$ cat config.mk
export PLATFORM = sky130hd
export DESIGN_NAME = uart_rx_deserializer
export DESIGN_NICKNAME = d
export VERILOG_FILES = /design/src/rtl/uart_pkg.sv /design/src/rtl/uart_rx_sampler.sv /design/src/rtl/uart_rx_deserializer.sv
export SDC_FILE = /design/constraint.sdc
export NUM_CORES = 1
export LEC_CHECK = 0
export CAP_MARGIN = 25
export CORE_MARGIN = 2
export CORE_UTILIZATION = 55
export CTS_BUF_LIST = sky130_fd_sc_hd__clkbuf_16
export CTS_CLUSTER_DIAMETER = 150
export CTS_CLUSTER_SIZE = 8
export DETAILED_ROUTE_END_ITERATION = 12
export PLACE_DENSITY = 0.77
export SYNTH_ARGS = -nofsm -noshare
export SYNTH_HDL_FRONTEND = slang
export SYNTH_SLANG_ARGS = --single-unit
export TNS_END_PERCENT = 1
$ cat constraint.sdc
create_clock -name clk -period 1.9 [get_ports clk]
set_input_delay 0.285 -clock clk [delete_from_list [all_inputs] [get_ports clk]]
set_output_delay 0.285 -clock clk [all_outputs]
set_load 0.005 [all_outputs]
$ cat src/rtl/uart_pkg.sv
// rtl/uart_pkg.sv - shared UART receive types and defaults
package uart_pkg;

  typedef enum logic [2:0] {
    IDLE   = 3'd0,
    START  = 3'd1,
    DATA   = 3'd2,
    PARITY = 3'd3,
    STOP   = 3'd4
  } uart_state_t;

  localparam logic PAR_EVEN = 1'b0;
  localparam logic PAR_ODD  = 1'b1;

  localparam int DEFAULT_PRESCALE   = 8;
  localparam int DEFAULT_DATA_WIDTH = 8;

endpackage

$ cat src/rtl/uart_rx_sampler.sv
// rtl/uart_rx_sampler.sv - line synchronizer and 3-point mid-bit majority sampler
module uart_rx_sampler
  import uart_pkg::*;
#(
  parameter int PRESCALE = DEFAULT_PRESCALE,
  parameter int CW       = $clog2(PRESCALE)
) (
  input  logic          clk,
  input  logic          rst,
  input  logic          i_rx,
  input  logic [CW-1:0] i_edge_cnt,
  output logic          o_rx_s,
  output logic          o_sampled_bit,
  output logic          o_sample_pt
);

  localparam logic [CW-1:0] C_S0 = CW'(PRESCALE / 2 - 1);
  localparam logic [CW-1:0] C_S1 = CW'(PRESCALE / 2);
  localparam logic [CW-1:0] C_S2 = CW'(PRESCALE / 2 + 1);

  logic r_sync1;
  logic r_sync2;
  logic r_s0;
  logic r_s1;

  always_ff @(posedge clk or posedge rst) begin
    if (rst) begin
      r_sync1 <= 1'b1;
      r_sync2 <= 1'b1;
      r_s0    <= 1'b1;
      r_s1    <= 1'b1;
    end else begin
      r_sync1 <= i_rx;
      r_sync2 <= r_sync1;
      if (i_edge_cnt == C_S0) r_s0 <= r_sync2;
      if (i_edge_cnt == C_S1) r_s1 <= r_sync2;
    end
  end

  // Third sample is the live synchronized line so the decision lands on C_S2 itself.
  assign o_rx_s        = r_sync2;
  assign o_sample_pt   = (i_edge_cnt == C_S2);
  assign o_sampled_bit = (r_s0 & r_s1) | (r_s0 & r_sync2) | (r_s1 & r_sync2);

endmodule

$ cat src/rtl/uart_rx_deserializer.sv
// rtl/uart_rx_deserializer.sv - UART receive FSM: start detect, LSB-first shift, parity and stop checks
module uart_rx_deserializer
  import uart_pkg::*;
#(
  parameter int Data_Width = DEFAULT_DATA_WIDTH,
  parameter int PRESCALE   = DEFAULT_PRESCALE
) (
  input  logic                  clk,
  input  logic                  RST,
  input  logic                  RX_IN,
  input  logic                  PAR_EN,
  input  logic                  PAR_TYP,
  output logic [Data_Width-1:0] P_Data,
  output logic                  Data_Valid,
  output logic                  Par_Err,
  output logic                  Stp_Err
);

  localparam int CW = $clog2(PRESCALE);
  localparam int BW = (Data_Width > 1) ? $clog2(Data_Width) : 1;
  localparam logic [CW-1:0] C_LAST     = CW'(PRESCALE - 1);
  localparam logic [BW-1:0] C_LAST_BIT = BW'(Data_Width - 1);

  uart_state_t           r_state;
  uart_state_t           w_next_state;
  logic [CW-1:0]         r_edge_cnt;
  logic [BW-1:0]         r_bit_cnt;
  logic [Data_Width-1:0] r_shift;
  logic [Data_Width-1:0] r_p_data;
  logic                  r_par_en;
  logic                  r_par_typ;
  logic                  r_par_bad;
  logic                  r_valid;
  logic                  r_par_err;
  logic                  r_stp_err;

  logic w_rx_s;
  logic w_bit;
  logic w_sample_pt;
  logic w_bit_end;
  logic w_last_bit;
  logic w_par_exp;
  logic w_start;
  logic w_shift_en;
  logic w_par_chk;
  logic w_frame_done;
  logic w_bit_adv;

  uart_rx_sampler #(
    .PRESCALE(PRESCALE),
    .CW      (CW)
  ) u_sampler (
    .clk          (clk),
    .rst          (RST),
    .i_rx         (RX_IN),
    .i_edge_cnt   (r_edge_cnt),
    .o_rx_s       (w_rx_s),
    .o_sampled_bit(w_bit),
    .o_sample_pt  (w_sample_pt)
  );

  assign w_bit_end  = (r_edge_cnt == C_LAST);
  assign w_last_bit = (r_bit_cnt == C_LAST_BIT);
  assign w_par_exp  = (r_par_typ == PAR_ODD) ? ~^r_shift : ^r_shift;

  always_ff @(posedge clk or posedge RST) begin
    if (RST) r_state <= IDLE;
    else     r_state <= w_next_state;
  end

  always_comb begin
    w_next_state = r_state;
    case (r_state)
      IDLE:    if (!w_rx_s) w_next_state = START;
      START: begin
        if (w_sample_pt && w_bit) w_next_state = IDLE;
        else if (w_bit_end)       w_next_state = DATA;
      end
      DATA:    if (w_bit_end && w_last_bit) w_next_state = r_par_en ? PARITY : STOP;
      PARITY:  if (w_bit_end) w_next_state = STOP;
      // Leave at mid-bit so a back-to-back start edge is never missed.
      STOP:    if (w_sample_pt) w_next_state = IDLE;
      default: w_next_state = IDLE;
    endcase
  end

  always_comb begin
    w_start      = 1'b0;
    w_shift_en   = 1'b0;
    w_par_chk    = 1'b0;
    w_frame_done = 1'b0;
    w_bit_adv    = 1'b0;
    case (r_state)
      IDLE:    w_start      = ~w_rx_s;
      DATA: begin
        w_shift_en = w_sample_pt;
        w_bit_adv  = w_bit_end & ~w_last_bit;
      end
      PARITY:  w_par_chk    = w_sample_pt;
      STOP:    w_frame_done = w_sample_pt;
      default: w_start      = 1'b0;
    endcase
  end

  always_ff @(posedge clk or posedge RST) begin
    if (RST) begin
      r_edge_cnt <= '0;
      r_bit_cnt  <= '0;
      r_shift    <= '0;
      r_par_en   <= 1'b0;
      r_par_typ  <= 1'b0;
      r_par_bad  <= 1'b0;
    end else begin
      if (r_state == IDLE || w_next_state == IDLE || w_bit_end) r_edge_cnt <= '0;
      else                                                      r_edge_cnt <= r_edge_cnt + CW'(1);

      if (r_state == IDLE) r_bit_cnt <= '0;
      else if (w_bit_adv)  r_bit_cnt <= r_bit_cnt + BW'(1);

      if (w_shift_en) r_shift <= {w_bit, r_shift[Data_Width-1:1]};

      if (w_start) begin
        r_par_en  <= PAR_EN;
        r_par_typ <= PAR_TYP;
        r_par_bad <= 1'b0;
      end else if (w_par_chk) begin
        r_par_bad <= (w_bit != w_par_exp);
      end
    end
  end

  always_ff @(posedge clk or posedge RST) begin
    if (RST) begin
      r_p_data  <= '0;
      r_valid   <= 1'b0;
      r_par_err <= 1'b0;
      r_stp_err <= 1'b0;
    end else begin
      r_valid   <= w_frame_done & w_bit & ~r_par_bad;
      r_par_err <= w_frame_done & r_par_bad;
      r_stp_err <= w_frame_done & ~w_bit;
      if (w_frame_done && w_bit && !r_par_bad) r_p_data <= r_shift;
    end
  end

  assign P_Data     = r_p_data;
  assign Data_Valid = r_valid;
  assign Par_Err    = r_par_err;
  assign Stp_Err    = r_stp_err;

endmodule

# Word-level counts from Yosys, hierarchy flattened
# Cells that the tools add are included.
dict set report word_totals {
  inputBits 5
  out_inout_bits 11
  elab_cells 73
  ff_bits 35
}
dict set report classes {
  reduce_logical 13
  bitwise_logic 14
  add_sub_neg 2
  n_eq_ne 10
  muxes 19
}
# op n
set ops {}
lappend ops {{3-bit two-way mux} 10}
lappend ops {{3-bit == test, second input constant} 5}
lappend ops {{3-bit one-hot mux with 5 select lines} 1}
lappend ops {{3-bit by 2-bit == test with 1-bit output, second input constant} 3}
lappend ops {{1-bit bitwise AND} 8}
lappend ops {{1-bit two-way mux} 8}
lappend ops {{8-bit XNOR reduction} 1}
lappend ops {{8-bit parity} 1}
lappend ops {{3-bit by 1-bit adder with 3-bit output, second input constant} 2}
lappend ops {{3-bit logical NOT} 2}
lappend ops {{1-bit logical AND} 4}
lappend ops {{1-bit NOT} 4}
lappend ops {{2-bit nonzero test} 2}
lappend ops {{3-bit by 1-bit == test with 1-bit output, second input constant} 1}
lappend ops {{1-bit logical OR} 2}
lappend ops {{1-bit bitwise OR} 2}
lappend ops {{1-bit logical NOT} 1}
lappend ops {{1-bit != test} 1}

# Depth between registers and ports, before layout
# Gate-level depths: netlist of the first run.
dict set report logic_depth {
  word_depth 10
  depth_mapped 6
  depth_no_buf 6
}

# Hierarchy
# Synthesis of the first run repeated with hierarchy kept, for this count alone.
dict set report unflattened {
  hier_cells 114
  area_unflattened_um2 1589.0
}
# module area_per_inst_um2 n_inst cells_per_inst seq_area_each_um2
set by_module_without_submodules {}
lappend by_module_without_submodules {uart_rx_deserializer 1413.9 1 103 775.7}
lappend by_module_without_submodules {uart_rx_sampler 175.2 1 11 105.1}

# Worst setup path before layout of the first run
# Ideal clock, no wire load.
dict set report synth_path {
  path_kind {register to register}
  start {register r_edge_cnt[0]}
  end {register r_bit_cnt[1]}
  synth_period_minus_slack_ns 1.698
  path_buffers 0
  path_stages_with_launch 7
  required_time_ns 1.756
  arrival_ns 1.555
  slack_ns 0.202
  setup_ns 0.144
  cell_sequence {dfrtp_1 > ha_1 > ha_1 > inv_1 > nor4_2 > mux2i_1 > nor2_1}
}
dict set report synth_between {
  elab_chain_len 4
}
# element line_no
set synth_rtl {}
lappend synth_rtl {{start, declared} uart_rx_deserializer.sv:26} ;# logic [CW-1:0] r_edge_cnt;
lappend synth_rtl {{start signal, assigned} uart_rx_deserializer.sv:115} ;# else r_edge_cnt <= r_edge_cnt + CW'(1);
lappend synth_rtl {{3-bit == test} uart_rx_deserializer.sv:62} ;# assign w_bit_end = (r_edge_cnt == C_LAST);
lappend synth_rtl {{1-bit bitwise AND} uart_rx_deserializer.sv:97} ;# w_bit_adv = w_bit_end & ~w_last_bit;
lappend synth_rtl {{1-bit two-way mux} uart_rx_deserializer.sv:93} ;# case (r_state)
lappend synth_rtl {{2-bit nonzero test (no source line)} n/a}
lappend synth_rtl {{end signal, assigned} uart_rx_deserializer.sv:118} ;# else if (w_bit_adv) r_bit_cnt <= r_bit_cnt + BW'(1);
lappend synth_rtl {{end, declared} uart_rx_deserializer.sv:27} ;# logic [BW-1:0] r_bit_cnt;
# Every way passes these cells.
# A chain may end at the register's enable or synchronous reset.

# Final worst setup path of the first run
dict set report layout_path {
  start {register r_edge_cnt[1]}
  end {register r_p_data[0], in the netlist P_Data[0]}
}
dict set report layout_between {
  elab_chain_len 4
}
# element line_no
set layout_rtl {}
lappend layout_rtl {{3-bit == test} uart_rx_sampler.sv:42} ;# assign o_sample_pt = (i_edge_cnt == C_S2);
lappend layout_rtl {{1-bit two-way mux} uart_rx_deserializer.sv:93}
lappend layout_rtl {{1-bit logical AND (2 in series)} uart_rx_deserializer.sv:142} ;# if (w_frame_done && w_bit && !r_par_bad) r_p_data <= r_shift;
lappend layout_rtl {{end signal, assigned} uart_rx_deserializer.sv:142}
lappend layout_rtl {{end, declared} uart_rx_deserializer.sv:29} ;# logic [Data_Width-1:0] r_p_data;
# Every way passes these cells.

==> results by group, run 1 <==
Critical path
  • CP cell instances: inv_1, ha_1, and2_1, nand3_1, nand3b_4, mux2_2
  • Max incr delay on CP: 370 ps
  • CP Capture Type: register
  • Max Fanout on Critical Path: 9
  • Req. time, crit path: 2060 ps
  • Critical path class: reg2reg
  • Startpoint Class: register
  • WP data arrival: between 1500 and 2000 ps
  • Crit-path slowest cell: dfrtp_1

Place
  • Post-DP HPWL: 1.94 mm
  • Placed Area: ~0.0018 sq mm
  • PortBufs: 15
  • Dpl cells: roughly 170
  • Post-place setup slack: 175 ps
  • Routability Congestion: 0.781

Power and ir drop
  • Cell Pwr Density: between 1000 and 1500 mW/mm^2
  • Leak: roughly 0.93 nW
  • Peak supply drop: about 1100 uV

Yosys
  • Sequential-to-total area share from yosys stat: 54.1%
  • Cell variety after synth: 32
  • Mapped Nets: roughly 140
  • Average cell area after synthesis: between 10 and 15 sq um
  • Cell Area, Synth: about 0.0016 sq mm
  • Register bit total from synthesis: 35
  • Yosys warnings: 0
  • Syn Inst Count: 124

Timing
  • Final Hold Fails: 0
  • Max frequency: between 0.5 and 0.6 GHz
  • Final Max Slew Viols: 0
  • Worst setup margin: approximately 210 ps
  • Setup-failing EPs final: 0
  • Worst Tran Pin Value: approximately 420 ps
  • RSZ-0062 raised after global routing: false
  • Tmin final: approximately 1700 ps
  • Ratio of final minimum period to clock period: about nine tenths
  • Setup Skew: roughly 3 ps
  • Setup tns final: 0 ps
  • Relative slew slack: 72.0%

Job
  • Number of max-cap violations: 0

GRT
  • Global Route Usage Sum: ~20%
  • Antenna violations before repair: 0
  • Largest net degree at the start of global routing: 36
  • First-pass GRT wire length: approximately 4.9 mm
  • GRT overflow: 0
  • Vias in the first global route: approximately 1,100

CTS
  • CTS max path bufs: 2
  • Reg clk slew, reported paths: roughly 50 ps
  • CTS sink count: 35
  • Postcts setup bufs: 0
  • Clk Latency, worst-skew pair: 280 ps
  • CTS tree: done
  • CTS hold repair buffers: 0
  • Htree depth: 2
  • Clock Root Buffer: clkbuf_16
  • CTS Buf Count: 5

Finish
  • Antenna Cells: 0
  • Cell area after layout: ~0.0020 sq mm
  • Share of cells above drive strength 1: between 20 and 30%
  • Area grow syn2layout: 21.2%
  • Total Nets Final: 160
  • # fillers: between 200 and 250
  • Final instance count without filler cells: 180

Route
  • WL final: 2.94 mm
  • DR vias/cell: 5.68
  • Pre-antenna DRT Iters: 6
  • Drt initial violations: between 60 and 70
  • WL per Instance: 16.3 um
  • Detailed-route via count: 1,022
  • # DRC: 0
  • DRT antenna net count: 0

Floorplanning
  • Core Box Area: 0.00278 sq mm
  • I/O pin cnt: 16
  • Initial Utilization: between 50% and 60%
  • Die H: slightly below 60 um
  • DIE AREA: 0.00341 sq mm
  • FP Rows: 19
  • Die X: 58.4 um

Hold path
  • HP Class: reg2reg

Run status
  • Status: finished clean
==> path summary, 6_finish.rpt <==
kind | start | end | slack (ps) | depth (start not counted)
min in group asynchronous | RST | r_edge_cnt[1] | 400 | 3
min reg2reg | u_sampler.r_sync1 | u_sampler.o_rx_s | 350 | 0
min | u_sampler.r_sync1 | u_sampler.o_rx_s | 350 | 0
max reg2reg | r_edge_cnt[1] | P_Data[0] | 210 | 6
max | r_edge_cnt[1] | P_Data[0] | 210 | 6
max in group asynchronous | RST | u_sampler.o_rx_s | 1170 | 3
==> area by class of cell <==
type,count,area (sq um),share of cell area (%)
flip-flops and latches,35,881,44.6
clock buffers,5,125,6.34
well taps,31,38.8,1.97
clock inverters,3,12.5,0.634
multi-input cells,77,698,35.4
inverters,10,37.5,1.90
repair buffers,19,180,9.13
==> cell usage in the layout (no fill, tap or decap), types with 2 or more instances in the layout <==
cell type	count
dfrtp_1	31
mux2_2	20
clkdlybuf4s50_1	15
inv_1	12
nor2_1	9
xnor2_1	7
ha_1	7
clkbuf_16	5
nand2_1	4
buf_4	4
dfstp_2	4
nor3_1	3
o21ai_0	3
mux2i_1	2
nand3_1	2
nand3b_1	2
a2111oi_1	2
==> synthesized netlist by cell type <==
| cell | count | area share [%] |
|---|---|---|
| and2_1 | 1 | 0.38 |
| a2111oi_2 | 1 | 0.92 |
| dfstp_2 | 4 | 6.5 |
| nand2_1 | 4 | 0.92 |
| nor3_1 | 3 | 0.92 |
| buf_2 | 1 | 0.31 |
| nand3_1 | 2 | 0.61 |
| nor4_2 | 1 | 0.77 |
| dfrtp_1 | 31 | 48 |
| nand3b_4 | 1 | 1.2 |
| nand2b_1 | 1 | 0.38 |
| nand4_1 | 1 | 0.38 |
| o21ai_0 | 3 | 0.92 |
| a31oi_1 | 1 | 0.38 |
| nor4_1 | 1 | 0.38 |
| a21oi_4 | 1 | 1.0 |
| nor2_1 | 9 | 2.1 |
| inv_1 | 10 | 2.3 |
| nand3b_1 | 2 | 0.92 |
| maj3_4 | 1 | 0.85 |
| mux2_2 | 20 | 14 |
| o31ai_2 | 1 | 0.77 |
| xnor3_1 | 1 | 1.4 |
| mux2i_1 | 2 | 1.2 |
| a21oi_1 | 1 | 0.31 |
| a2111oi_1 | 2 | 1.2 |
| buf_8 | 1 | 0.92 |
| xnor2_1 | 7 | 3.8 |
| a211oi_1 | 1 | 0.46 |
| ha_1 | 7 | 5.4 |
| xor2_1 | 1 | 0.54 |
| nor2b_1 | 1 | 0.38 |
==> state kept, by name, indices dropped and copies added (netlist names) <==
name,cells
Stp_Err,1
r_bit_cnt,3
u_sampler.r_sync1,1
u_sampler.o_rx_s,1
u_sampler.r_s1,1
r_par_typ,1
r_par_bad,1
P_Data,8
r_shift,8
Data_Valid,1
r_edge_cnt,3
r_par_en,1
u_sampler.r_s0,1
Par_Err,1
r_state,3
==> where the power goes <==
part	leakage, nW	internal, W	switching [W]	total (W)
Combinational	0.390	0.000272	0.000284	0.000556
Sequential	0.462	0.000873	0.000128	0.00100
Clock	0.0762	0.000473	0.000286	0.000759
Total	0.928	0.00162	0.000698	0.00232
==> cell families (layout without fill, tap and decap cells) <==
kind of cell    Yosys count  count (layout)  synth area share (%)
buf+inv                  12              37                  3.54
flops                    35              35                  54.1
simple gates             27              27                  9.38
fa+ha+maj                 8               8                  6.23
compound gates           11              11                  6.00
mux                      22              22                  15.1
xor+xnor                  9               9                  5.69
==> per-layer routing <==
layer,vias to the layer above,global-route usage (%),part of all wire [%]
li1,478,-,-
met2,29,32.3,52
met3,6,7.91,4.9
met5,-,0,0
met4,0,6.98,1.6
met1,509,23.8,41
==> critical path, delay by kind of cell, from the launching register on <==
family	cells	cell delay, ps
AND/OR/NAND/NOR	3	650
multiplexers	1	310
adder cells (fa/ha/maj)	1	150
buffers and inverters	1	90
flip-flops	1	370
==> through the flow <==
step / power [W] / utilization [%] / hold WS (ps)
final: 0.00232 / 70.9 / 354
after global routing: 0.00244 / 70.9 / 360
after CTS: 0.00233 / 70.6 / 355
after detailed placement: 0.00155 / 65.7 / 348
after global placement: 0.00152 / 65.7 / 346
after floorplan: 0.00144 / - / 289
==> repair_timing <==
action / 4_1_cts / 5_1_grt
gates resized for setup: 0 / 1
endpoints found under the setup margin: 0 / 1
hold endpoints to repair: 0 / 0
(Power assumes the default switching activity.)
==> inputs of run 2 (changes only) <==
--- a/config.mk
+++ b/config.mk
@@ -5,7 +5,7 @@
 export SDC_FILE = /design/constraint.sdc
 export NUM_CORES = 1
 export LEC_CHECK = 0
-export CAP_MARGIN = 25
+export CAP_MARGIN = 5
 export CORE_MARGIN = 2
 export CORE_UTILIZATION = 55
 export CTS_BUF_LIST = sky130_fd_sc_hd__clkbuf_16
@@ -13,6 +13,7 @@
 export CTS_CLUSTER_SIZE = 8
 export DETAILED_ROUTE_END_ITERATION = 12
 export PLACE_DENSITY = 0.77
+export SKIP_LAST_GASP = 1
 export SYNTH_ARGS = -nofsm -noshare
 export SYNTH_HDL_FRONTEND = slang
 export SYNTH_SLANG_ARGS = --single-unit
==> results of run 2 <==
Same layout as run 1: the final DEF is identical, and so are final timing and power.
==> inputs of run 3 (changes only) <==
--- a/config.mk
+++ b/config.mk
@@ -5,7 +5,7 @@
 export SDC_FILE = /design/constraint.sdc
 export NUM_CORES = 1
 export LEC_CHECK = 0
-export CAP_MARGIN = 5
+export CAP_MARGIN = 10
 export CORE_MARGIN = 2
 export CORE_UTILIZATION = 55
 export CTS_BUF_LIST = sky130_fd_sc_hd__clkbuf_16
==> results of run 3 <==
Same layout as run 1: the final DEF is identical, and so are final timing and power.
